--- src/rtl/vga_box_pixel_gen_if.sv ---
// Pixel-generator bus: timing-generator inputs plus pixel/status outputs.
//   master : timing-generator side; drives disp_ena/col/row/freeze and observes the results
//   slave  : pixel-generator side; consumes timing and drives pix_valid/pix_rgb/frame_cnt/box_x/box_y
interface vga_box_pixel_gen_if #(
    parameter int unsigned H_BITS = 7,
    parameter int unsigned V_BITS = 5
);
    logic              disp_ena;
    logic [H_BITS-1:0] col;
    logic [V_BITS-1:0] row;
    logic              freeze;
    logic              pix_valid;
    logic [11:0]       pix_rgb;
    logic [7:0]        frame_cnt;
    logic [H_BITS-1:0] box_x;
    logic [V_BITS-1:0] box_y;

    modport master (
        output disp_ena, col, row, freeze,
        input  pix_valid, pix_rgb, frame_cnt, box_x, box_y
    );

    modport slave (
        input  disp_ena, col, row, freeze,
        output pix_valid, pix_rgb, frame_cnt, box_x, box_y
    );
endinterface

--- src/rtl/vga_box_pixel_gen.sv ---
// Bouncing-box pixel generator sitting after the VGA timing generator.
// Draws a BOX_W x BOX_H box over a background with a fixed 2-cycle latency from
// disp_ena/col/row to pix_valid/pix_rgb. The box moves one pixel per frame per axis
// and bounces off the visible-area edges; moves happen only in blanking.
// Ports:
//   clk    pixel clock, rising edge
//   rst_n  asynchronous active-low reset
//   bus    slave side of vga_box_pixel_gen_if (disp_ena, col, row, freeze in;
//          pix_valid, pix_rgb, frame_cnt, box_x, box_y out)
// Build option: define CHECKER_BG_EN for an 8x8 black/white checkerboard background
// instead of the solid BG_RGB colour.
module vga_box_pixel_gen #(
    parameter int unsigned H_BITS   = 7,
    parameter int unsigned V_BITS   = 5,
    parameter int unsigned H_PIXELS = 50,
    parameter int unsigned V_PIXELS = 25,
    parameter int unsigned BOX_W    = 8,
    parameter int unsigned BOX_H    = 4,
    parameter logic [11:0] BOX_RGB  = 12'hF00,
    parameter logic [11:0] BG_RGB   = 12'h00F
) (
    input  logic                clk,
    input  logic                rst_n,
    vga_box_pixel_gen_if.slave  bus
);
    localparam int unsigned HW    = H_BITS + 1;
    localparam int unsigned VW    = V_BITS + 1;
    localparam int unsigned X_MAX = H_PIXELS - BOX_W;
    localparam int unsigned Y_MAX = V_PIXELS - BOX_H;

    logic              s1_ena;
    logic              s1_in_box;
    logic              pix_valid;
    logic [11:0]       pix_rgb;
    logic [7:0]        frame_cnt;
    logic [H_BITS-1:0] box_x;
    logic [V_BITS-1:0] box_y;
    logic              dir_left;   // 0 = moving right (reset direction)
    logic              dir_up;     // 0 = moving down (reset direction)

    logic              in_box_c;
    logic              frame_end_c;
    logic [11:0]       bg_c;
    logic [H_BITS-1:0] next_x_c;
    logic [V_BITS-1:0] next_y_c;
    logic              next_left_c;
    logic              next_up_c;

    // Box hit test; one extra bit keeps box+size from wrapping.
    always_comb begin
        in_box_c = (HW'(bus.col) >= HW'(box_x)) &&
                   (HW'(bus.col) <  HW'(box_x) + HW'(BOX_W)) &&
                   (VW'(bus.row) >= VW'(box_y)) &&
                   (VW'(bus.row) <  VW'(box_y) + VW'(BOX_H));
    end

    // First blank cycle after the last visible pixel of the last row.
    assign frame_end_c = s1_ena && !bus.disp_ena && (bus.row == V_BITS'(V_PIXELS - 1));

`ifdef CHECKER_BG_EN
    logic s1_col2;
    logic s1_row2;

    always_ff @(posedge clk or negedge rst_n) begin
        if (!rst_n) begin
            s1_col2 <= 1'b0;
            s1_row2 <= 1'b0;
        end else begin
            s1_col2 <= bus.col[2];
            s1_row2 <= bus.row[2];
        end
    end

    assign bg_c = (s1_col2 ^ s1_row2) ? 12'hFFF : 12'h000;
`else
    assign bg_c = BG_RGB;
`endif

    // Next box position/direction; an axis with no travel room stays at 0.
    always_comb begin
        next_x_c    = box_x;
        next_left_c = dir_left;
        if (X_MAX != 0) begin
            if (!dir_left) begin
                if (box_x == H_BITS'(X_MAX)) begin
                    next_left_c = 1'b1;
                    next_x_c    = box_x - H_BITS'(1);
                end else begin
                    next_x_c    = box_x + H_BITS'(1);
                end
            end else begin
                if (box_x == '0) begin
                    next_left_c = 1'b0;
                    next_x_c    = box_x + H_BITS'(1);
                end else begin
                    next_x_c    = box_x - H_BITS'(1);
                end
            end
        end
    end

    always_comb begin
        next_y_c  = box_y;
        next_up_c = dir_up;
        if (Y_MAX != 0) begin
            if (!dir_up) begin
                if (box_y == V_BITS'(Y_MAX)) begin
                    next_up_c = 1'b1;
                    next_y_c  = box_y - V_BITS'(1);
                end else begin
                    next_y_c  = box_y + V_BITS'(1);
                end
            end else begin
                if (box_y == '0) begin
                    next_up_c = 1'b0;
                    next_y_c  = box_y + V_BITS'(1);
                end else begin
                    next_y_c  = box_y - V_BITS'(1);
                end
            end
        end
    end

    // Two-stage pixel pipeline plus per-frame box motion.
    always_ff @(posedge clk or negedge rst_n) begin
        if (!rst_n) begin
            s1_ena    <= 1'b0;
            s1_in_box <= 1'b0;
            pix_valid <= 1'b0;
            pix_rgb   <= '0;
            frame_cnt <= '0;
            box_x     <= '0;
            box_y     <= '0;
            dir_left  <= 1'b0;
            dir_up    <= 1'b0;
        end else begin
            s1_ena    <= bus.disp_ena;
            s1_in_box <= in_box_c;
            pix_valid <= s1_ena;
            pix_rgb   <= !s1_ena ? 12'h000 : (s1_in_box ? BOX_RGB : bg_c);
            if (frame_end_c) begin
                frame_cnt <= frame_cnt + 8'd1;
                if (!bus.freeze) begin
                    box_x    <= next_x_c;
                    box_y    <= next_y_c;
                    dir_left <= next_left_c;
                    dir_up   <= next_up_c;
                end
            end
        end
    end

    assign bus.pix_valid = pix_valid;
    assign bus.pix_rgb   = pix_rgb;
    assign bus.frame_cnt = frame_cnt;
    assign bus.box_x     = box_x;
    assign bus.box_y     = box_y;
endmodule

--- src/flat_wrapper.sv ---
// flat-port wrapper written by rule: the top's interface ports become plain ports
module vga_box_pixel_gen_flat 
#(
    parameter int unsigned H_BITS   = 7,
    parameter int unsigned V_BITS   = 5,
    parameter int unsigned H_PIXELS = 50,
    parameter int unsigned V_PIXELS = 25,
    parameter int unsigned BOX_W    = 8,
    parameter int unsigned BOX_H    = 4,
    parameter logic [11:0] BOX_RGB  = 12'hF00,
    parameter logic [11:0] BG_RGB   = 12'h00F
)
  (clk, rst_n, bus_disp_ena, bus_col, bus_row, bus_freeze, bus_pix_valid, bus_pix_rgb, bus_frame_cnt, bus_box_x, bus_box_y);
  vga_box_pixel_gen_if #(.H_BITS(H_BITS), .V_BITS(V_BITS)) bus_i ();
  input  logic clk;
  input  logic rst_n;
  input wire logic [$bits(bus_i.disp_ena)-1:0] bus_disp_ena;
  input wire logic [$bits(bus_i.col)-1:0] bus_col;
  input wire logic [$bits(bus_i.row)-1:0] bus_row;
  input wire logic [$bits(bus_i.freeze)-1:0] bus_freeze;
  output wire logic [$bits(bus_i.pix_valid)-1:0] bus_pix_valid;
  output wire logic [$bits(bus_i.pix_rgb)-1:0] bus_pix_rgb;
  output wire logic [$bits(bus_i.frame_cnt)-1:0] bus_frame_cnt;
  output wire logic [$bits(bus_i.box_x)-1:0] bus_box_x;
  output wire logic [$bits(bus_i.box_y)-1:0] bus_box_y;
  assign bus_i.disp_ena = bus_disp_ena;
  assign bus_i.col = bus_col;
  assign bus_i.row = bus_row;
  assign bus_i.freeze = bus_freeze;
  assign bus_pix_valid = bus_i.pix_valid;
  assign bus_pix_rgb = bus_i.pix_rgb;
  assign bus_frame_cnt = bus_i.frame_cnt;
  assign bus_box_x = bus_i.box_x;
  assign bus_box_y = bus_i.box_y;
  vga_box_pixel_gen #(.H_BITS(H_BITS), .V_BITS(V_BITS), .H_PIXELS(H_PIXELS), .V_PIXELS(V_PIXELS), .BOX_W(BOX_W), .BOX_H(BOX_H), .BOX_RGB(BOX_RGB), .BG_RGB(BG_RGB)) u_core (.clk(clk), .rst_n(rst_n), .bus(bus_i));
endmodule
--- config.mk ---
export PLATFORM = sky130hd
export DESIGN_NAME = vga_box_pixel_gen_flat
export DESIGN_NICKNAME = d
export VERILOG_FILES = /design/src/rtl/vga_box_pixel_gen_if.sv /design/src/rtl/vga_box_pixel_gen.sv /design/src/flat_wrapper.sv
export SDC_FILE = /design/constraint.sdc
export NUM_CORES = 1
export LEC_CHECK = 0
export BUFFER_PORTS_ARGS = -buffer_cell sky130_fd_sc_hd__buf_2
export CORE_UTILIZATION = 58
export DETAILED_ROUTE_END_ITERATION = 16
export PLACE_DENSITY = 0.86
export SYNTH_ARGS = -nofsm -noshare
export SYNTH_HDL_FRONTEND = slang
export SYNTH_SLANG_ARGS = --single-unit
--- constraint.sdc ---
create_clock -name clk -period 5.9 [get_ports clk]
set_input_delay 0.295 -clock clk [delete_from_list [all_inputs] [get_ports clk]]
set_output_delay 0.295 -clock clk [all_outputs]
set_load 0.01 [all_outputs]
==> impl_metrics.toml <==
[status]
status = "completed"

[cts]
cts_sinks = 27
path_clk_slew_ns = 0.15
cts_root_buf = "clkbuf_4"
htreeDepth = 1
insertion_delay_ns = 0.33
cts_tree = "done"
ctsResizeCount = 0
postCtsSetupBuffers = 0
cts_made_buffers = 3
cts_buffer_depth = 2

[synth]
synth_area_per_cell_um2 = 9.96
yosysWarnings = 0
synthCells = 206
syn-cell-area_mm2 = 0.00205
synth.distinct_cells = 48
ys_seq_elements = 27
synth_flop_cell = "dfrtp_1"
synth_edf_count = 0
ys_seq_area_share_pct = 32.9
async_flop_share_pct = 100

[die]
dieArea_mm2 = 0.00378
die-height_um = 61.5
row_count = 21
die_x_um = 61.5
core_area_mm2 = 0.00336
io_pins = 49
initial_core_util_pct = 61.0

[timing]
worst_pin_slew_ns = 0.600
period_needed_ns = 2.28
rsz0062_at_grt = "false"
setup_tns_ns = 0
drv_slew = 0
min_period_over_period_pct = 38.7
finalHoldViolCount = 0
slew_headroom_pct = 60.0
timing.fmax_ghz = 0.438
finClkSkew_ns = 0.00594
setup_viol_count_final = 0

[cells_and_area]
area_growth_pct = 11.5
drive_gt1_share_pct = 23.8
multi_input_area_mm2 = 0.00121
final-seq-area_um2 = 676
final_cells = 290
final_cell_mix = "buf_2, ha_1, dfrtp_1, inv_1, xnor2_1"
nFillCells = 290
final_common_cell = "buf_2"
diodes = 0
layout.nets = 293

[pwr]
power.total_mw = 0.432
p_leak_nw = 1.16
p_per_area_mw_per_mm2 = 189
peakVddDrop_mv = 0.0918

[routing]
first_pass_iters = 4
vias_per_cell = 5.50
drc = 0
routed_wl_mm = 4.08
ant_nets = 0
vias = 1595
drt-wirelength-per-cell_um = 14.1
drtIter0Drc = 65

[global_routing]
grt_pass1_vias = 1504
track_usage_pct = 23.4
grt_overflow = 0
grt_first_pass_wirelength_mm = 6.53
grt_max_degree = 28
antenna_found_initial = 0

[critical_path]
crit_fanout = 10
cp.arrival_ns = 2.52
worstPathRequired_ns = 6.13
cp_common_cell = "and3_1"
path_cells = "and3_1 > xnor2_1 > ha_1 > and3_1 > a221oi_1 > a32oi_1 > nor4_1"
end_kind = "register"
crit_slowest_cell = "dfrtp_1"
worstSetupPathType = "reg2reg"
max_stage_delay_ns = 0.64
start_kind = "register"

[min_path]
hp-class = "in2reg"

[place]
dpl.cell_count = 285
io_buffers = 44
dp_hpwl_mm = 3.20
gp_congestion = 0.907

[job]
maxCapViolations = 0
==> per-stage QoR <==
stage | hold slack (ns) | util, % | cell area (µm²) | setup WS [ns]
floorplan | -0.000591 | - | 2060 | 3.93
global placement | 0.330 | 66.8 | 2250 | 3.79
detailed placement | 0.332 | 66.8 | 2250 | 3.69
CTS | 0.0692 | 68.0 | 2290 | 3.65
global route | 0.0629 | 68.0 | 2290 | 3.46
finish | 0.0741 | 68.0 | 2290 | 3.62
==> critical path: cells and delay by family, from the launching register on <==
family,cells,cell delay [ns]
xor gates and xnor gates,1,0.14
adders and majority gates,1,0.27
AOI/OAI and AO/OA,2,0.36
and+or+nand+nor,3,0.78
DFF,1,0.64
==> final cells by class <==
type / instances / share of cell area, %
clock buffer: 3 / 0.985
clock inverter: 1 / 0.328
inverter: 21 / 3.45
multi-input combinational: 147 / 53.1
sequential: 27 / 29.5
tap: 46 / 2.52
timing repair buffer: 45 / 10.1
==> registers in the layout (all words and copies together) (netlist names) <==
| name | flops |
|---|---|
| u_core.bus.box_x | 7 |
| u_core.bus.box_y | 5 |
| u_core.bus.frame_cnt | 8 |
| u_core.bus.pix_rgb | 2 |
| u_core.bus.pix_valid | 1 |
| u_core.dir_left | 1 |
| u_core.dir_up | 1 |
| u_core.s1_ena | 1 |
| u_core.s1_in_box | 1 |
==> kinds of logic after synthesis <==
family          count (synthesis)  synth area share [%]
compound gates                 40                  14.0
xor+xnor                       20                  8.54
fa+ha+maj                      32                  19.5
buf+inv                        35                  8.41
flops                          27                  32.9
mux                             3                  1.52
other cells                     1                 0.183
simple gates                   48                  14.9
==> cells in the mapped netlist (all sizes together) (4+ instances only) <==
library cell | n | area, µm²
xor2 | 4 | 35.0
nor4 | 4 | 40.0
nand4 | 4 | 25.0
xnor2 | 16 | 140
o21a | 4 | 30.0
and3 | 5 | 32.5
nor3 | 4 | 20.0
inv | 21 | 78.8
a21o | 4 | 30.0
dfrtp | 27 | 676
nand2 | 9 | 33.8
nor2 | 4 | 15.0
o21ai | 8 | 40.0
ha | 32 | 400
a21oi | 7 | 35.0
buf | 13 | 90.1
==> timing repair <==
item                       CTS  global route
hold endpoints to repair    27             0
hold buffers                 1             0
setup endpoints to repair    0             0
==> per-layer routing <==
metal / global-route usage, % / vias up / part of all wire, %
met1: 30.9 / 748 / 47
met2: 38.9 / 44 / 47
met5: 0 / - / 0
met4: 10.2 / 0 / 2.3
li1: - / 795 / -
met3: 2.73 / 8 / 3.8
==> power breakdown <==
part	leakage, nW	switching (mW)	internal [mW]
clock network	0.0139	0.0569	0.0259
registers	0.346	0.0171	0.197
logic	0.796	0.0710	0.0640
total	1.16	0.145	0.287
==> final timing paths <==
kind,from,endpoint,slack [ns],cells past startpoint
setup / recovery,u_core.bus.box_x[5],u_core.s1_in_box,3.62,7
hold / removal,bus_disp_ena,u_core.s1_ena,0.07,1
setup reg to reg,u_core.bus.box_x[5],u_core.s1_in_box,3.62,7
hold reg to reg,u_core.s1_ena,u_core.bus.pix_valid,0.44,0
max in group asynchronous,rst_n,u_core.s1_in_box,5.03,2
min in group asynchronous,rst_n,u_core.bus.pix_valid,0.49,2
(Power assumes the default switching activity.)
